[src/rtl/alu_share_arbiter.sv]
// Round-robin arbiter sharing one ALU between two requesters.
// Latches the winner's op/operands for LAT cycles, then returns the captured result with a done pulse.
module alu_share_arbiter #(
  parameter int unsigned W   = 32,
  parameter int unsigned LAT = 2
) (
  input  logic         clk,
  input  logic         rst,
  input  logic         req0,
  input  logic [2:0]   aluop0,
  input  logic [5:0]   funct0,
  input  logic [W-1:0] a0,
  input  logic [W-1:0] b0,
  input  logic         req1,
  input  logic [2:0]   aluop1,
  input  logic [5:0]   funct1,
  input  logic [W-1:0] a1,
  input  logic [W-1:0] b1,
  output logic [2:0]   alu_aluop,
  output logic [5:0]   alu_funct,
  output logic [W-1:0] alu_a,
  output logic [W-1:0] alu_b,
  input  logic [W-1:0] alu_result,
  output logic [W-1:0] res,
  output logic         done0,
  output logic         done1,
  output logic         busy
);

  localparam int unsigned CW = (LAT < 2) ? 1 : $clog2(LAT + 1);

  typedef enum logic [1:0] {StIdle, StExec, StDone} state_e;

  state_e        state;
  logic [CW-1:0] cnt;
  logic          owner;
  logic          ptr;
  logic          win;

  // On a tie the requester that did not win last time gets the grant.
  assign win  = (req0 && req1) ? ~ptr : req1;
  assign busy = (state != StIdle);

  always_ff @(posedge clk or posedge rst) begin
    if (rst) begin
      state     <= StIdle;
      cnt       <= '0;
      owner     <= 1'b0;
      ptr       <= 1'b1;
      res       <= '0;
      done0     <= 1'b0;
      done1     <= 1'b0;
      alu_aluop <= '0;
      alu_funct <= '0;
      alu_a     <= '0;
      alu_b     <= '0;
    end else begin
      case (state)
        StIdle: begin
          if (req0 || req1) begin
            alu_aluop <= win ? aluop1 : aluop0;
            alu_funct <= win ? funct1 : funct0;
            alu_a     <= win ? a1 : a0;
            alu_b     <= win ? b1 : b0;
            owner     <= win;
            ptr       <= win;
            cnt       <= CW'(LAT);
            state     <= StExec;
          end
        end
        StExec: begin
          if (cnt > CW'(1)) begin
            cnt <= cnt - CW'(1);
          end else begin
            res   <= alu_result;
            done0 <= ~owner;
            done1 <= owner;
            state <= StDone;
          end
        end
        StDone: begin
          done0 <= 1'b0;
          done1 <= 1'b0;
          state <= StIdle;
        end
        default: state <= StIdle;
      endcase
    end
  end

endmodule
[config.mk]
export PLATFORM = sky130hd
export DESIGN_NAME = alu_share_arbiter
export DESIGN_NICKNAME = d
export VERILOG_FILES = /design/src/rtl/alu_share_arbiter.sv
export SDC_FILE = /design/constraint.sdc
export NUM_CORES = 1
export LEC_CHECK = 0
export CAP_MARGIN = 20
export CORE_MARGIN = 2
export CORE_UTILIZATION = 36
export CTS_CLUSTER_DIAMETER = 150
export CTS_CLUSTER_SIZE = 14
export DETAILED_ROUTE_END_ITERATION = 10
export PLACE_DENSITY = 0.78
export SETUP_SLACK_MARGIN = 0.4
export SLEW_MARGIN = 30
export SYNTH_ARGS = -nofsm -noshare
export SYNTH_HDL_FRONTEND = slang
export SYNTH_SLANG_ARGS = --single-unit
[constraint.sdc]
create_clock -name clk -period 3.6 [get_ports clk]
set_clock_uncertainty 0.1 [all_clocks]
set_input_delay 0.36 -clock clk [delete_from_list [all_inputs] [get_ports clk]]
set_output_delay 0.36 -clock clk [all_outputs]
set_load 0.05 [all_outputs]
==> metrics.txt <==
status=finished, final reports clean; Synth Area in Simple Gates=0.677%; Unique masters post-synth=21; RSZ-0062 raised after global routing=false; sequential element share of the synthesized area=a little over half; Power Total=9490 uW; post-synthesis cell area=5360 um^2; Worst Hold Endpoint=done0$_DFFE_PP0P_; GR Util met1=around a fifth; starting density of the core=36.9%; number of global-route vias before repair=about 4200; DRC=0; post-layout minimum cycle time=between 2 and 2.5 ns; Total Nets Final=812; Post-CTS Setup Bufs=0; max-slew violations=0; Total Routing Usage GR=17.9%; routed wire length=between 10 and 15 mm; final instance area=roughly 9000 um^2; GRT Max-Usage Layer=met2; largest net degree at the start of global routing=56; CP Max Fanout=4; CTS Buffer Depth=2; Adder-Cell Fraction of Synth Area=less than 1%; # rows=44; number of I/O port buffers=approximately 290; core area=14500 um^2; Placer Congestion=0.753; FF-to-FF Start=state[1]$_DFFE_PP0P_; clock latency on the worst-skew pair=0.40 ns; Crit. End Element=output port; met3 usage=6.92%; P_leak=0.00385 uW; reg-to-reg slack, setup=1.33 ns; worst-margin pin slew=0.798 ns; DRT antenna net count=0; Tcrit/Tclk final=67.0%; kind of start point of the critical path=register; Finished Core Util=62.5%; Max IR drop VDD=0.000533 V; GR Util met2=32.8%; H-tree depth=4; CP arrival=1.95 ns; synthesized area per cell=between 15 and 20 um^2; first-pass GRT wire length=approximately 22 mm; Synth Area in XOR/XNOR=0%; hold path startpoint=owner$_DFFE_PP0P_; gr ovfl total=0; initial antenna violation count=0; Fmax=0.414 GHz; Root Buffer Master=clkbuf_16; FF+latch count, synth=between 100 and 150; largest cells by area after synthesis=dfrtp_1, mux2_2, mux2_4, buf_6, buf_4; Initial DRT Pass Iterations=4; relative slew slack=46.7%; DR vias=3864; Synth area leader=dfrtp_1; hpwl dp=10.9 mm; Resize count post-CTS=0; overall die height=126 um; Final setup violation count=0; Setup TNS=0 ns; Post-Syn Instances=334; DP Area=8430 um^2; Area Overhead vs Synth=69.4%; Worst Hold Class=register to register; CP required=between 3 and 4 ns; largest family of logic cells by synthesized area=multiplexers; area share of the largest cell type after synthesis=52.3%; # hold bufs at CTS=0; Synth Area in Compound Gates=less than 1%; die width=126 um; clock-pin transition on the worst setup and hold timing paths=~0.050 ns; Antenna diodes=0; layout filler cell count=1128; TritonCTS clock tree=built; die area=15900 um^2; FF-to-FF End=alu_b[13]$_DFFE_PP0P_; Top Ports=290; Max-cap violations=0; share of layout cells above drive strength 1=34.4%; syn nets=around 520; synth warn=0; worst-case reg-to-reg path depth=5; final hold violations=0; WS Path Type=register to output port; Initial DRC Count=96; WL/cell=17.2 um; crit path from=state[1]$_DFFE_PP0P_; Worst Hold Depth=1; TritonCTS buffer count=17; pwr dens=1040 nW/um^2; multiplexer share of the synthesized area=42.1%; CTS Sinks=113; Vias/cell=4.68
[sequential cells by signal (all words and copies together), names as in the netlist]
name,cells
alu_a,32
alu_aluop,3
alu_b,32
alu_funct,6
cnt,2
done0,1
done1,1
owner,1
ptr,1
res,32
state,2
[placed cells by master, fill, tap and decap left out]
cell type,Yosys,layout
bufinv_16,0,5
nor2_1,3,2
clkinvlp_4,0,5
mux2i_1,3,3
mux2_2,119,119
clkbuf_16,0,17
o22ai_1,1,1
inv_1,5,4
nand4bb_1,1,1
dfrtp_1,112,112
clkinv_2,0,3
nand2b_1,1,1
o211a_1,1,1
a21oi_1,1,1
o21ai_0,1,1
ha_1,1,1
buf_4,6,4
clkbuf_8,0,1
clkinv_4,0,2
a31oi_1,1,1
dfstp_2,1,1
nand2_1,2,2
clkdlybuf4s50_1,0,289
o22a_1,1,1
nor2_4,0,1
a21bo_4,0,1
mux2_4,59,59
buf_12,0,3
[cells in the mapped netlist (all sizes together)]
| master | number |
|---|---|
| nand4bb | 1 |
| a21bo | 1 |
| mux2i | 3 |
| nand2 | 2 |
| o22ai | 1 |
| inv | 5 |
| dfstp | 1 |
| mux2 | 178 |
| buf | 20 |
| o21ai | 1 |
| ha | 1 |
| a21oi | 1 |
| dfrtp | 112 |
| nand2b | 1 |
| a31oi | 1 |
| o211a | 1 |
| nor2 | 3 |
| o22a | 1 |
[cells by family (layout without fill, tap and decap cells)]
kind of cell,after synthesis,count (layout)
adders and majority gates,1,1
and+or+nand+nor,7,7
AOI/OAI and AO/OA,7,7
muxes,181,181
DFF,113,113
buffers and inverters,25,333
[metrics by stage]
step           cells  setup WS [ns]  hold WS [ns]
6_report         826           1.19         0.340
5_1_grt          826           1.11         0.374
4_1_cts          826           1.16         0.341
3_5_place_dp     794           1.17         0.338
3_3_place_gp     794           1.22         0.332
2_1_floorplan    334           1.70         0.326
[power breakdown]
part / internal (uW) / leakage [uW] / total (uW) / switching (uW)
Combinational: 2160 / 0.00222 / 5360 / 3200
Clock: 1240 / 0.000308 / 1830 / 583
Sequential: 1940 / 0.00132 / 2300 / 356
Total: 5340 / 0.00385 / 9490 / 4140
[worst max-delay path, stage by stage (launching register included)]
cell	delay, ns
dfrtp_1	0.40
nor2_1	0.22
inv_1	0.17
clkdlybuf4s50_1	0.76
[layer usage]
metal	wire length, um	part of all wire, %	vias to the layer above
met1	5150	36	1858
li1	-	-	1800
met2	7570	53	190
met3	1320	9.3	16
met5	0	0	-
met4	197	1.4	0
[how the worst max path moves through the flow]
stage	to	slack [ns]
global route	busy	1.11
floorplan	alu_a[0]$_DFFE_PP0P_	1.70
finish	busy	1.19
global placement	alu_b[0]$_DFFE_PP0P_	1.22
CTS	busy	1.16
detailed placement	alu_b[13]$_DFFE_PP0P_	1.17
[area by class of cell]
cell class | instances | area (um^2) | area share, %
tap | 184 | 230 | 2.53
multi-input combinational | 196 | 2370 | 26.1
inverter | 5 | 22.5 | 0.248
timing repair buffer | 296 | 2980 | 32.8
clock buffer | 18 | 439 | 4.83
sequential | 113 | 2830 | 31.1
clock inverter | 14 | 213 | 2.34
(Power assumes the default switching activity.)
==> edit 1, RTL diff (same flow settings) <==
Change the parameter `W` from 32 to 36.
--- a/src/rtl/alu_share_arbiter.sv
+++ b/src/rtl/alu_share_arbiter.sv
@@ -1,7 +1,7 @@
 // Round-robin arbiter sharing one ALU between two requesters.
 // Latches the winner's op/operands for LAT cycles, then returns the captured result with a done pulse.
 module alu_share_arbiter #(
-  parameter int unsigned W   = 32,
+  parameter int unsigned W   = 36,
   parameter int unsigned LAT = 2
 ) (
   input  logic         clk,
Interface: changed (8 resized); port bits go from 290 to 322. The function was not compared with the original's and may differ.
==> edit 1 against the unedited design <==
- cell area increased by 4.7%
- sequential cell count increased by 12
- setup slack lost 0.19 ns
- wire length increased by 29%
- power is 9.8% higher
- first-iteration DRC count rose by 120%
- synthesized cell count grew 42%
- die area is 4.0% higher
- area after synthesis is 4.2% higher
- largest cell class unchanged
==> edit 1: results <==
set metrics [dict create \
    run_status "finished, final reports clean" \
    drive_gt1_share_pct 10.4 \
    vias 5119 \
    via_per_inst 5.25 \
    grt_pass1_wl_um 28700 \
    reg.largest.list "alu_a x36, alu_b x36, res x36" \
    use_met2_pct 37.3 \
    grtUsageMet3_pct 7.28 \
    ys_seq_area_share_pct 56.0 \
    async_reset_ff_share_pct 100 \
    overflow 0 \
    synth_compound_area_share_pct 24.3 \
    cts.repair.resized 0 \
    path_clk_slew_ns 0.05 \
    fp.coreArea_mm2 0.0152 \
    grt_max_degree 126 \
    grtUsageTotal_pct 22.0 \
    syn_nets 678 \
    post-place-cells 943 \
    synth-main-ff-cell "dfrtp_1" \
    vdd_drop_max_mv 0.702 \
    arrival_ns 2.14 \
    critPathMaxStageDelay_ns 0.90 \
    synthCells 475 \
    gp_congestion 0.856 \
    io_buffers 321 \
    synth.area.mux_share_pct 8.65 \
    synth_common_cells "dfrtp_1, nand2_1, a211oi_1, a2bb2oi_1, mux2_2" \
    synth_area_leaders "dfrtp_1, a2bb2oi_1, a211oi_1, mux2_2, nand2_1" \
    clkLatencyLatePin_ns 0.40 \
    final_net_count 977 \
    yosys.area_share.adder_pct 0.224 \
    grt_pass1_vias 5491 \
    grt.met1_usage_pct 26.0 \
    yosys.cell_types.count 25 \
    dr.first_iter.drc_count 213 \
    placed_cell_area_mm2 0.00892 \
    worst-path-max-fanout 36 \
    preCtsSetupSlack_ns 0.918 \
    synthXorXnorAreaFrac_pct 0 \
    post-cts-setup-buffers 0 \
    dpl.hpwl_um 12800 \
    worst_pin_slew_ns 0.873 \
    antenna_found_initial 0 \
    routed_wl_um 18400 \
    p_leak_nw 3.81 \
]
[edit 1: final timing paths]
kind / from / end / slack (ns) / cells past startpoint
setup / recovery: state[1]$_DFFE_PP0P_ / busy / 1.0 / 2
hold / removal: owner$_DFFE_PP0P_ / done0$_DFFE_PP0P_ / 0.36 / 1
setup reg to reg: state[1]$_DFFE_PP0P_ / alu_b[0]$_DFFE_PP0P_ / 1.36 / 4
hold reg to reg: owner$_DFFE_PP0P_ / done0$_DFFE_PP0P_ / 0.36 / 1
max in group asynchronous: rst / alu_b[35]$_DFFE_PP0P_ / 2.47 / 3
min in group asynchronous: rst / res[21]$_DFFE_PP0P_ / 0.41 / 3
[edit 1: kinds of logic (layout without fill, tap and decap cells)]
logic type      after synthesis  count (layout)
compound gates              167             167
fa+ha+maj                     1               1
buf+inv                      53             365
flops                       125             125
mux                          41              41
simple gates                 88              88
[edit 1: worst reg2reg max path, cell delays in order, from the launching register on]
cell,delay (ns)
dfrtp_1,0.40
or2_4,0.42
nor2_4,0.69
buf_12,0.32
a2bb2oi_1,0.22
[edit 1: final cells by class]
cell class              count  area (µm²)
clock buffers              21         450
clock inverters            11         141
fillers                  1179        5690
inverters                   4        18.8
multi-input cells         297        2230
flip-flops and latches    125        3130
well taps                 188         235
repair buffers            329        3310
[edit 1: metal layers]
metal | wire, µm | part of all wire (%)
met1 | 7230 | 39
met2 | 9040 | 49
met3 | 1700 | 9.2
met4 | 425 | 2.3
met5 | 0 | 0
[edit 1: power by group]
part,internal (mW),switching [mW],total (mW)
Clock,1.10,0.609,1.71
Sequential,2.14,0.434,2.57
Combinational,2.38,3.76,6.14
==> edit 2, RTL diff (same flow settings) <==
Made on the original files. Register the input `funct1` before use, with the module's reset. The logic sees it one clock later. The other inputs are not delayed to match.
--- a/src/rtl/alu_share_arbiter.sv
+++ b/src/rtl/alu_share_arbiter.sv
@@ -31,6 +31,16 @@
 
   typedef enum logic [1:0] {StIdle, StExec, StDone} state_e;
 
+  logic [5:0] funct1_q;
+
+  always_ff @(posedge clk or posedge rst) begin
+    if (rst) begin
+      funct1_q <= '0;
+    end else begin
+      funct1_q <= funct1;
+    end
+  end
+
   state_e        state;
   logic [CW-1:0] cnt;
   logic          owner;
@@ -59,7 +69,7 @@
         StIdle: begin
           if (req0 || req1) begin
             alu_aluop <= win ? aluop1 : aluop0;
-            alu_funct <= win ? funct1 : funct0;
+            alu_funct <= win ? funct1_q : funct0;
             alu_a     <= win ? a1 : a0;
             alu_b     <= win ? b1 : b0;
             owner     <= win;
Function: changed (a bounded check fails within 4 cycles, from zero or initial values and one cycle with rst high).
==> edit 2 against the unedited design <==
- sequential cell count increased by 6
- critical path depth unchanged
- count of clock-buffer cells in the layout increased by 1
- wire length increased by 0.75%
- first-iteration DRC count decreased by 8.3%
- clock power decreased by 3%
- synthesized cell count increased by 1.8%
- power decreased by 0.41%
- highest routed layer unchanged
- cell area increased by 1.5%
- setup slack improved by 0.028 ns
- sequential share of layout area increased by 1.2 points
- area after synthesis increased by 2.8%
==> edit 2: results <==
set metrics [dict create \
    run_status "finished, final reports clean" \
    yosys.area_share.adder_pct 0.227 \
    grt_pass1_vias 4312 \
    syn_nets 523 \
    synth.area.mux_share_pct 40.9 \
    critPathTopFamily "buffers and inverters" \
    hold_ws_ns 0.151 \
    dr.first_iter.drc_count 88 \
    post_drt_wl_per_cell_um 17.1 \
    vias 3924 \
    cpMaxStageDelayCell "clkdlybuf4s50_1" \
    clockBufferDepth 2 \
    hold_class "input port to asynchronous set/reset pin" \
    p_leak_nw 3.92 \
    worst-path-max-fanout 4 \
    drtPass1Iterations 4 \
    hold_viol 0 \
    reg.largest.list "alu_a x32, alu_b x32, res x32" \
    drive_gt1_share_pct 34.3 \
    cts.repair.resized 0 \
    clkLatencyLatePin_ns 0.40 \
    cts_made_buffers 17 \
    htreeDepth 4 \
    post-cts-setup-buffers 0 \
    relSlewSlack_pct 45.0 \
    vdd_drop_max_mv 0.499 \
    grt_max_degree 64 \
    ys_warn_count 0 \
    arrival_ns 1.93 \
    root_buffer "clkbuf_16" \
    async_reset_ff_share_pct 100 \
    synth_common_cells "mux2_2, dfrtp_1, mux2_4" \
    finalSetupViolations 0 \
    dpl.hpwl_um 10700 \
    path_clk_slew_ns 0.05 \
    gp_congestion 0.788 \
    grt_pass1_wl_um 22400 \
    n_antenna_cell 0 \
    ys_seq_area_share_pct 54.0 \
    r2r_slack_ns 1.27 \
    yosys.cell_types.count 21 \
    critPathMaxStageDelay_ns 0.75 \
    final_net_count 820 \
    grtUsageTotal_pct 17.8 \
    io_buffers 289 \
    synth_area_leaders "dfrtp_1, mux2_2, mux2_4, buf_6, buf_4" \
    synth_compound_area_share_pct 0.931 \
    slew_violations 0 \
]
[edit 2: cell types whose count changed after synthesis]
cell	unedited run	this run
dfrtp_1	112	118
[edit 2: worst reg2reg max path, delay by kind of cell (launching register included)]
kind            cells  cell delay (ns)
mux                 2             0.60
flops               1             0.55
compound gates      1             0.54
buf+inv             1             0.42
[edit 2: worst paths after layout]
path,from,to,cells past startpoint
max reg2reg,ptr$_DFFE_PP1P_,alu_b[21]$_DFFE_PP0P_,4
max,state[1]$_DFFE_PP0P_,busy,3
min in group clk,funct1[1],funct1_q[1]$_DFF_PP0_,1
min reg2reg,owner$_DFFE_PP0P_,done0$_DFFE_PP0P_,1
min,rst,alu_a[2]$_DFFE_PP0P_,2
max in group asynchronous,rst,ptr$_DFFE_PP1P_,4
[edit 2: power by group]
part,total [mW],internal [mW],switching [mW]
Combinational,5.32,2.15,3.17
Clock,1.77,1.17,0.599
Sequential,2.36,2.01,0.346
Total,9.45,5.34,4.11
[edit 2: metal layers]
metal  GRT usage, %  up-vias  share of wire, %
li1               -     1823                 -
met1           19.3     1912                37
met2           32.0      169                53
met3           5.72       20               8.1
met4           7.50        0               2.1
met5              0        -                 0
[edit 2: layout make-up]
cell class	instances	area [µm²]
Timing Repair Buffer	298	3000
Tap cell	188	235
Clock buffer	19	443
Sequential cell	119	2980
Inverter	5	22.5
Fill cell	1179	5860
Clock inverter	13	179
Multi-Input combinational cell	196	2370
[edit 2: cells by family after synthesis]
logic type	after synthesis
muxes	181
and+or+nand+nor	7
adders and majority gates	1
AOI/OAI and AO/OA	7
buffers and inverters	25
DFF	119
[edit 2: through the flow]
step	instance area (µm²)	utilization (%)	total power, mW	worst slack (ns)	std cells
final	9230	61.1	9.45	1.21	838
after global routing	9230	61.1	9.87	1.08	838
after CTS	9210	61.0	9.56	1.17	837
after detailed placement	8580	56.9	7.74	0.913	805
after global placement	8580	56.9	7.64	0.958	805
after floorplan	5520	-	5.96	1.69	340
